<file path="src/rtl/video_out_if.sv">
// Video output stage signal bundle: core-side RGB/sync/clock-enable inputs and
// DAC-side expanded RGB, delayed syncs and line measurement outputs.
interface video_out_if #(
  parameter int IW  = 3,
  parameter int OW  = 6,
  parameter int HCW = 11
);
  logic           clken;
  logic [IW-1:0]  ri;
  logic [IW-1:0]  gi;
  logic [IW-1:0]  bi;
  logic           hsync_n;
  logic           vsync_n;
  logic           scanlines_enable;
  logic [OW-1:0]  r;
  logic [OW-1:0]  g;
  logic [OW-1:0]  b;
  logic           hsync;
  logic           vsync;
  logic           line_odd;
  logic [HCW-1:0] hlen;
  logic           locked;

  modport master (
    output clken, ri, gi, bi, hsync_n, vsync_n, scanlines_enable,
    input  r, g, b, hsync, vsync, line_odd, hlen, locked
  );

  modport slave (
    input  clken, ri, gi, bi, hsync_n, vsync_n, scanlines_enable,
    output r, g, b, hsync, vsync, line_odd, hlen, locked
  );
endinterface

</file>
<file path="src/rtl/video_out_stage.sv">
// Video output stage: bit-replicated colour expansion, 2-cycle sync-matched
// pipeline with blanking, line parity and hsync period lock detection.
// Scanline dimming is built only when VIDEO_OUT_SCANLINES_EN is defined.
module video_out_stage #(
  parameter int IW        = 3,
  parameter int OW        = 6,
  parameter int DIM_SHIFT = 1,
  parameter int HCW       = 11
) (
  input logic       clk,
  input logic       reset,
  video_out_if.slave vif
);

  localparam logic [HCW-1:0] HMAX = '1;

  function automatic logic [OW-1:0] expand(input logic [IW-1:0] c);
    logic [OW-1:0] e;
    e = '0;
    for (int unsigned i = 0; i < OW; i++) e[OW-1-i] = c[IW-1-(i % IW)];
    return e;
  endfunction

  logic [OW-1:0]  r1_q, g1_q, b1_q, r1_d, g1_d, b1_d;
  logic           hs1_q, vs1_q, hs1_d, vs1_d;
  logic [OW-1:0]  r_q, g_q, b_q, r_d, g_d, b_d;
  logic           hsync_q, vsync_q, hsync_d, vsync_d;
  logic           hs_prev_q, vs_prev_q, hs_prev_d, vs_prev_d;
  logic           line_odd_q, line_odd_d;
  logic [HCW-1:0] hcnt_q, hcnt_d, hlen_q, hlen_d, cap;
  logic           first_seen_q, first_seen_d, locked_q, locked_d;
  logic [1:0]     match_q, match_d;
  logic           hs_fall, vs_fall, timeout;

  always_comb begin
    r1_d    = expand(vif.ri);
    g1_d    = expand(vif.gi);
    b1_d    = expand(vif.bi);
    hs1_d   = vif.hsync_n;
    vs1_d   = vif.vsync_n;
    hsync_d = hs1_q;
    vsync_d = vs1_q;
    r_d     = r1_q;
    g_d     = g1_q;
    b_d     = b1_q;
    if (!hs1_q || !vs1_q) begin
      r_d = '0;
      g_d = '0;
      b_d = '0;
    end
`ifdef VIDEO_OUT_SCANLINES_EN
    else if (vif.scanlines_enable && line_odd_q) begin
      r_d = r1_q - (r1_q >> DIM_SHIFT);
      g_d = g1_q - (g1_q >> DIM_SHIFT);
      b_d = b1_q - (b1_q >> DIM_SHIFT);
    end
`endif
  end

`ifndef VIDEO_OUT_SCANLINES_EN
  logic unused_ok;
  assign unused_ok = vif.scanlines_enable ^ (DIM_SHIFT == 0);
`endif

  assign hs_fall = vif.clken & hs_prev_q & ~vif.hsync_n;
  assign vs_fall = vif.clken & vs_prev_q & ~vif.vsync_n;
  assign timeout = (hcnt_q == HMAX);
  assign cap     = hcnt_q + 1'b1;

  always_comb begin
    hs_prev_d    = hs_prev_q;
    vs_prev_d    = vs_prev_q;
    hcnt_d       = hcnt_q;
    hlen_d       = hlen_q;
    first_seen_d = first_seen_q;
    match_d      = match_q;
    locked_d     = locked_q;
    line_odd_d   = line_odd_q;
    if (vif.clken) begin
      hs_prev_d = vif.hsync_n;
      vs_prev_d = vif.vsync_n;
      if (!timeout) hcnt_d = hcnt_q + 1'b1;
    end
    if (timeout) begin
      locked_d     = 1'b0;
      match_d      = '0;
      first_seen_d = 1'b0;
    end
    // An edge coinciding with timeout starts a fresh measurement, not a capture.
    if (hs_fall) begin
      hcnt_d = '0;
      if (!first_seen_q || timeout) begin
        first_seen_d = 1'b1;
      end else begin
        hlen_d = cap;
        if (cap == hlen_q) match_d = (match_q == 2'd2) ? 2'd2 : match_q + 2'd1;
        else               match_d = '0;
        locked_d = (match_d == 2'd2);
      end
    end
    if (vs_fall)      line_odd_d = 1'b0;
    else if (hs_fall) line_odd_d = ~line_odd_q;
  end

  always_ff @(posedge clk) begin
    if (reset) begin
      r1_q         <= '0;
      g1_q         <= '0;
      b1_q         <= '0;
      hs1_q        <= 1'b1;
      vs1_q        <= 1'b1;
      r_q          <= '0;
      g_q          <= '0;
      b_q          <= '0;
      hsync_q      <= 1'b1;
      vsync_q      <= 1'b1;
      hs_prev_q    <= 1'b1;
      vs_prev_q    <= 1'b1;
      line_odd_q   <= 1'b0;
      hcnt_q       <= '0;
      hlen_q       <= '0;
      first_seen_q <= 1'b0;
      match_q      <= '0;
      locked_q     <= 1'b0;
    end else begin
      r1_q         <= r1_d;
      g1_q         <= g1_d;
      b1_q         <= b1_d;
      hs1_q        <= hs1_d;
      vs1_q        <= vs1_d;
      r_q          <= r_d;
      g_q          <= g_d;
      b_q          <= b_d;
      hsync_q      <= hsync_d;
      vsync_q      <= vsync_d;
      hs_prev_q    <= hs_prev_d;
      vs_prev_q    <= vs_prev_d;
      line_odd_q   <= line_odd_d;
      hcnt_q       <= hcnt_d;
      hlen_q       <= hlen_d;
      first_seen_q <= first_seen_d;
      match_q      <= match_d;
      locked_q     <= locked_d;
    end
  end

  assign vif.r        = r_q;
  assign vif.g        = g_q;
  assign vif.b        = b_q;
  assign vif.hsync    = hsync_q;
  assign vif.vsync    = vsync_q;
  assign vif.line_odd = line_odd_q;
  assign vif.hlen     = hlen_q;
  assign vif.locked   = locked_q;

endmodule

</file>
<file path="src/flat_wrapper.sv">
// flat-port wrapper written by rule: the top's interface ports become plain ports
module video_out_stage_flat 
#(
  parameter int IW        = 3,
  parameter int OW        = 6,
  parameter int DIM_SHIFT = 1,
  parameter int HCW       = 11
)
  (clk, reset, vif_clken, vif_ri, vif_gi, vif_bi, vif_hsync_n, vif_vsync_n, vif_scanlines_enable, vif_r, vif_g, vif_b, vif_hsync, vif_vsync, vif_line_odd, vif_hlen, vif_locked);
  video_out_if #(.IW(IW), .OW(OW), .HCW(HCW)) vif_i ();
  input logic clk;
  input logic reset;
  input wire logic [$bits(vif_i.clken)-1:0] vif_clken;
  input wire logic [$bits(vif_i.ri)-1:0] vif_ri;
  input wire logic [$bits(vif_i.gi)-1:0] vif_gi;
  input wire logic [$bits(vif_i.bi)-1:0] vif_bi;
  input wire logic [$bits(vif_i.hsync_n)-1:0] vif_hsync_n;
  input wire logic [$bits(vif_i.vsync_n)-1:0] vif_vsync_n;
  input wire logic [$bits(vif_i.scanlines_enable)-1:0] vif_scanlines_enable;
  output wire logic [$bits(vif_i.r)-1:0] vif_r;
  output wire logic [$bits(vif_i.g)-1:0] vif_g;
  output wire logic [$bits(vif_i.b)-1:0] vif_b;
  output wire logic [$bits(vif_i.hsync)-1:0] vif_hsync;
  output wire logic [$bits(vif_i.vsync)-1:0] vif_vsync;
  output wire logic [$bits(vif_i.line_odd)-1:0] vif_line_odd;
  output wire logic [$bits(vif_i.hlen)-1:0] vif_hlen;
  output wire logic [$bits(vif_i.locked)-1:0] vif_locked;
  assign vif_i.clken = vif_clken;
  assign vif_i.ri = vif_ri;
  assign vif_i.gi = vif_gi;
  assign vif_i.bi = vif_bi;
  assign vif_i.hsync_n = vif_hsync_n;
  assign vif_i.vsync_n = vif_vsync_n;
  assign vif_i.scanlines_enable = vif_scanlines_enable;
  assign vif_r = vif_i.r;
  assign vif_g = vif_i.g;
  assign vif_b = vif_i.b;
  assign vif_hsync = vif_i.hsync;
  assign vif_vsync = vif_i.vsync;
  assign vif_line_odd = vif_i.line_odd;
  assign vif_hlen = vif_i.hlen;
  assign vif_locked = vif_i.locked;
  video_out_stage #(.IW(IW), .OW(OW), .DIM_SHIFT(DIM_SHIFT), .HCW(HCW)) u_core (.clk(clk), .reset(reset), .vif(vif_i));
endmodule
</file>
<file path="config.mk">
export PLATFORM = sky130hd
export DESIGN_NAME = video_out_stage_flat
export DESIGN_NICKNAME = d
export VERILOG_FILES = /design/src/rtl/video_out_if.sv /design/src/rtl/video_out_stage.sv /design/src/flat_wrapper.sv
export SDC_FILE = /design/constraint.sdc
export NUM_CORES = 1
export LEC_CHECK = 0
export CELL_PAD_IN_SITES_DETAIL_PLACEMENT = 0
export CELL_PAD_IN_SITES_GLOBAL_PLACEMENT = 2
export CORE_MARGIN = 2
export CORE_UTILIZATION = 32
export CTS_CLUSTER_DIAMETER = 50
export DETAILED_ROUTE_END_ITERATION = 8
export GPL_ROUTABILITY_DRIVEN = 0
export PLACE_DENSITY = 0.9
export SETUP_SLACK_MARGIN = 0.15
export SYNTH_ARGS = -nofsm -noshare
export SYNTH_HDL_FRONTEND = slang
export SYNTH_SLANG_ARGS = --single-unit
</file>
<file path="constraint.sdc">
create_clock -name clk -period 2.2 [get_ports clk]
set_input_delay 0.33 -clock clk [delete_from_list [all_inputs] [get_ports clk]]
set_output_delay 0.33 -clock clk [all_outputs]
set_load 0.1 [all_outputs]
</file>
==> impl_metrics.yaml <==
grt:
  grt_max_degree: 27
  grt_pass1_wl_um: 7760
  grt_util_all_layers: 0.116
  overflow: 0
  antenna_found_initial: 0
  grt_pass1_vias: 1608
synthesis:
  synth_top_flop_cell: "dfxtp_1"
  synth_cell_type_count: 52
  synth_warnings: 0
  synthCells: 244
  synth-seq-cells: 51
  yosysSeqAreaShare: 0.423
  synthArstFlopShare: 0
  synth_fp_nets: 261
  syn_avg_cell_area_um2: 9.90
  synth_edf_count: 0
  synth.cell_area_mm2: 0.00242
pwr:
  p_clk_frac: 0.310
  total_power_uw: 1850
  ir_worst_vdd_uv: 276
  combPwrFrac: 0.166
  p_leak_uw: 0.00114
  p_switching_uw: 564
  internal_power_uw: 1290
  power.density_mw_per_mm2: 630
  swShare: 0.305
  p_seq_frac: 0.524
timing:
  fin_setup_tns_ns: 0
  fin_crit_sh: 0.840
  setup_viol: 0
  fmax_ghz: 0.541
  hold_viol: 0
  tightest_slew_ns: 0.452
  slew_headroom: 0.697
  layout_setup_ws_ns: 0.353
  slew_viol_final: 0
  fin_skew_ns: 0.00740
  rsz0062_at_grt: "false"
  post-route-min-period_ns: 1.85
die:
  die_x_um: 90.9
  start_util: 0.331
  ioPinCount: 48
  die_height_um: 90.9
  core-area_mm2: 0.00729
  num_rows: 31
  dieArea_mm2: 0.00826
clock_tree:
  htree_levels: 2
  cts_tree: "yes"
  clock_latency_ns: 0.31
  cts_sinks: 51
  clk_pin_slew_ns: 0.10
  clockRootBuffer: "clkbuf_8"
  numCtsBuffers: 5
  clock_path_buffers: 2
hold_path:
  min_path_type: "reg -> reg"
  hold_depth: 1
placement:
  placed_cells: 377
  post-dp-hpwl_um: 3460
  io_buffer_count: 46
  dp_slack_ns: 0.220
worst_setup_path:
  worstPathRequired_ns: 2.42
  start_kind: "flop"
  critPathMaxFanout: 4
  crit_type: "reg -> reg"
  worstRegToRegCells: 7
  crit_chain: "ha_1 -> buf_4 -> and3_4 -> xnor3_2 -> a211oi_2 -> nand4_2 -> o31ai_1"
  cp_top_family: "compound AO/OA/AOI/OAI gates"
  slowest_stage: "dfxtp_1"
  path_buf_inv: 1
  worstPathArrival_ns: 2.07
  endpoint_kind: "flop"
  crit_cells: 7
  critPathMaxStageDelay_ns: 0.35
status:
  outcome: "finished clean"
finish:
  layoutNonFillerInstCount: 385
  areaGrowthSynthToFinish_pct: 21.5
  mostFrequentLayoutCells: "buf_4, dfxtp_1, nor2_1"
  final_nets: 302
  drive_gt1_frac: 0.301
  final_common_cell: "buf_4"
  antennaDiodeCount: 0
flow_run:
  drv_cap: 0
detailed_routing:
  routed_wl_um: 4640
  num_vias: 1749
  drc: 0
  dr.pass1.iters: 4
  drtIter0Drc: 42
  post_drt_via_cell_ratio: 4.54
  postRouteAntennaNets: 0
  wl_per_cell_um: 12.1
-- power by group through the flow --
stage	registers, uW	clock network [uW]	logic (uW)
after floorplan	1090	0	132
after global placement	991	0	307
after detailed placement	992	0	308
after CTS	971	603	309
after global routing	975	644	325
final	970	574	307
-- path summary, 6_finish.rpt --
check | from | to | slack (ns)
worst max register to register | u_core.hcnt_q[0] | u_core.match_q[0] | 0.35
worst min-delay path | u_core.r1_q[3] | u_core.vif.r[3] | 0.43
worst max-delay path | u_core.hcnt_q[0] | u_core.match_q[0] | 0.35
worst min register to register | u_core.r1_q[3] | u_core.vif.r[3] | 0.43
-- final cells by class --
cell class                 count  area [um2]
clock inverter                 3        28.8
sequential                    51        1030
clock buffer                   5        68.8
fill                         736        4360
tap                           99         124
timing repair buffer          61         490
inverter                      11        41.3
multi-input combinational    155        1160
-- metrics by stage --
step,utilization,hold WS (ns),instance area [um2]
5_1_grt,0.403,0.448,2940
4_1_cts,0.401,0.435,2930
6_report,0.403,0.432,2940
2_1_floorplan,-,0.406,2420
3_5_place_dp,0.388,0.410,2830
3_3_place_gp,0.388,0.408,2830
-- routing by layer --
layer,vias up,share of wire,GRT usage
li1,900,-,-
met1,791,0.47,0.146
met2,52,0.45,0.188
met3,6,0.059,0.0326
met4,0,0.020,0.0480
met5,-,0,0
-- cell usage after synthesis, types with 4 or more instances --
| master | number | share of area |
|---|---|---|
| dfxtp_1 | 51 | 0.42 |
| nor2_1 | 23 | 0.036 |
| xnor2_1 | 14 | 0.051 |
| nand2_1 | 12 | 0.019 |
| a211oi_1 | 10 | 0.031 |
| inv_1 | 10 | 0.016 |
| nor2b_1 | 10 | 0.026 |
| and2_1 | 9 | 0.023 |
| buf_4 | 9 | 0.028 |
| a21oi_1 | 7 | 0.014 |
| buf_6 | 7 | 0.033 |
| mux2i_1 | 6 | 0.025 |
| o21ai_0 | 6 | 0.012 |
| nor3_1 | 5 | 0.010 |
| or2_2 | 5 | 0.013 |
| xor2_1 | 5 | 0.018 |
| buf_2 | 4 | 0.0083 |
| clkbuf_1 | 4 | 0.0062 |
-- repair_timing --
item,CTS,global route
endpoints found under the setup margin,0,3
buffers inserted,0,0
hold buffers,0,0
resized for setup,0,3
-- sequential cells by signal (all words and copies together), names as in the netlist, 2 cells and up --
name,cells
u_core.r1_q,3
u_core.vif.b,3
u_core.b1_q,3
u_core.g1_q,3
u_core.vif.r,3
u_core.hcnt_q,11
u_core.vif.hlen,11
u_core.match_q,2
u_core.vif.g,3
-- cell families (layout without fill, tap and decap cells) --
kind of cell | count (synthesis) | in the layout | synth area share
muxes | 7 | 7 | 0.0295
buffers and inverters | 38 | 80 | 0.103
DFF | 51 | 51 | 0.423
adders and majority gates | 2 | 2 | 0.0104
AOI/OAI and AO/OA | 36 | 36 | 0.119
and+or+nand+nor | 87 | 87 | 0.208
xor gates and xnor gates | 23 | 23 | 0.108
No activity file was read; power rests on OpenSTA's default activity.
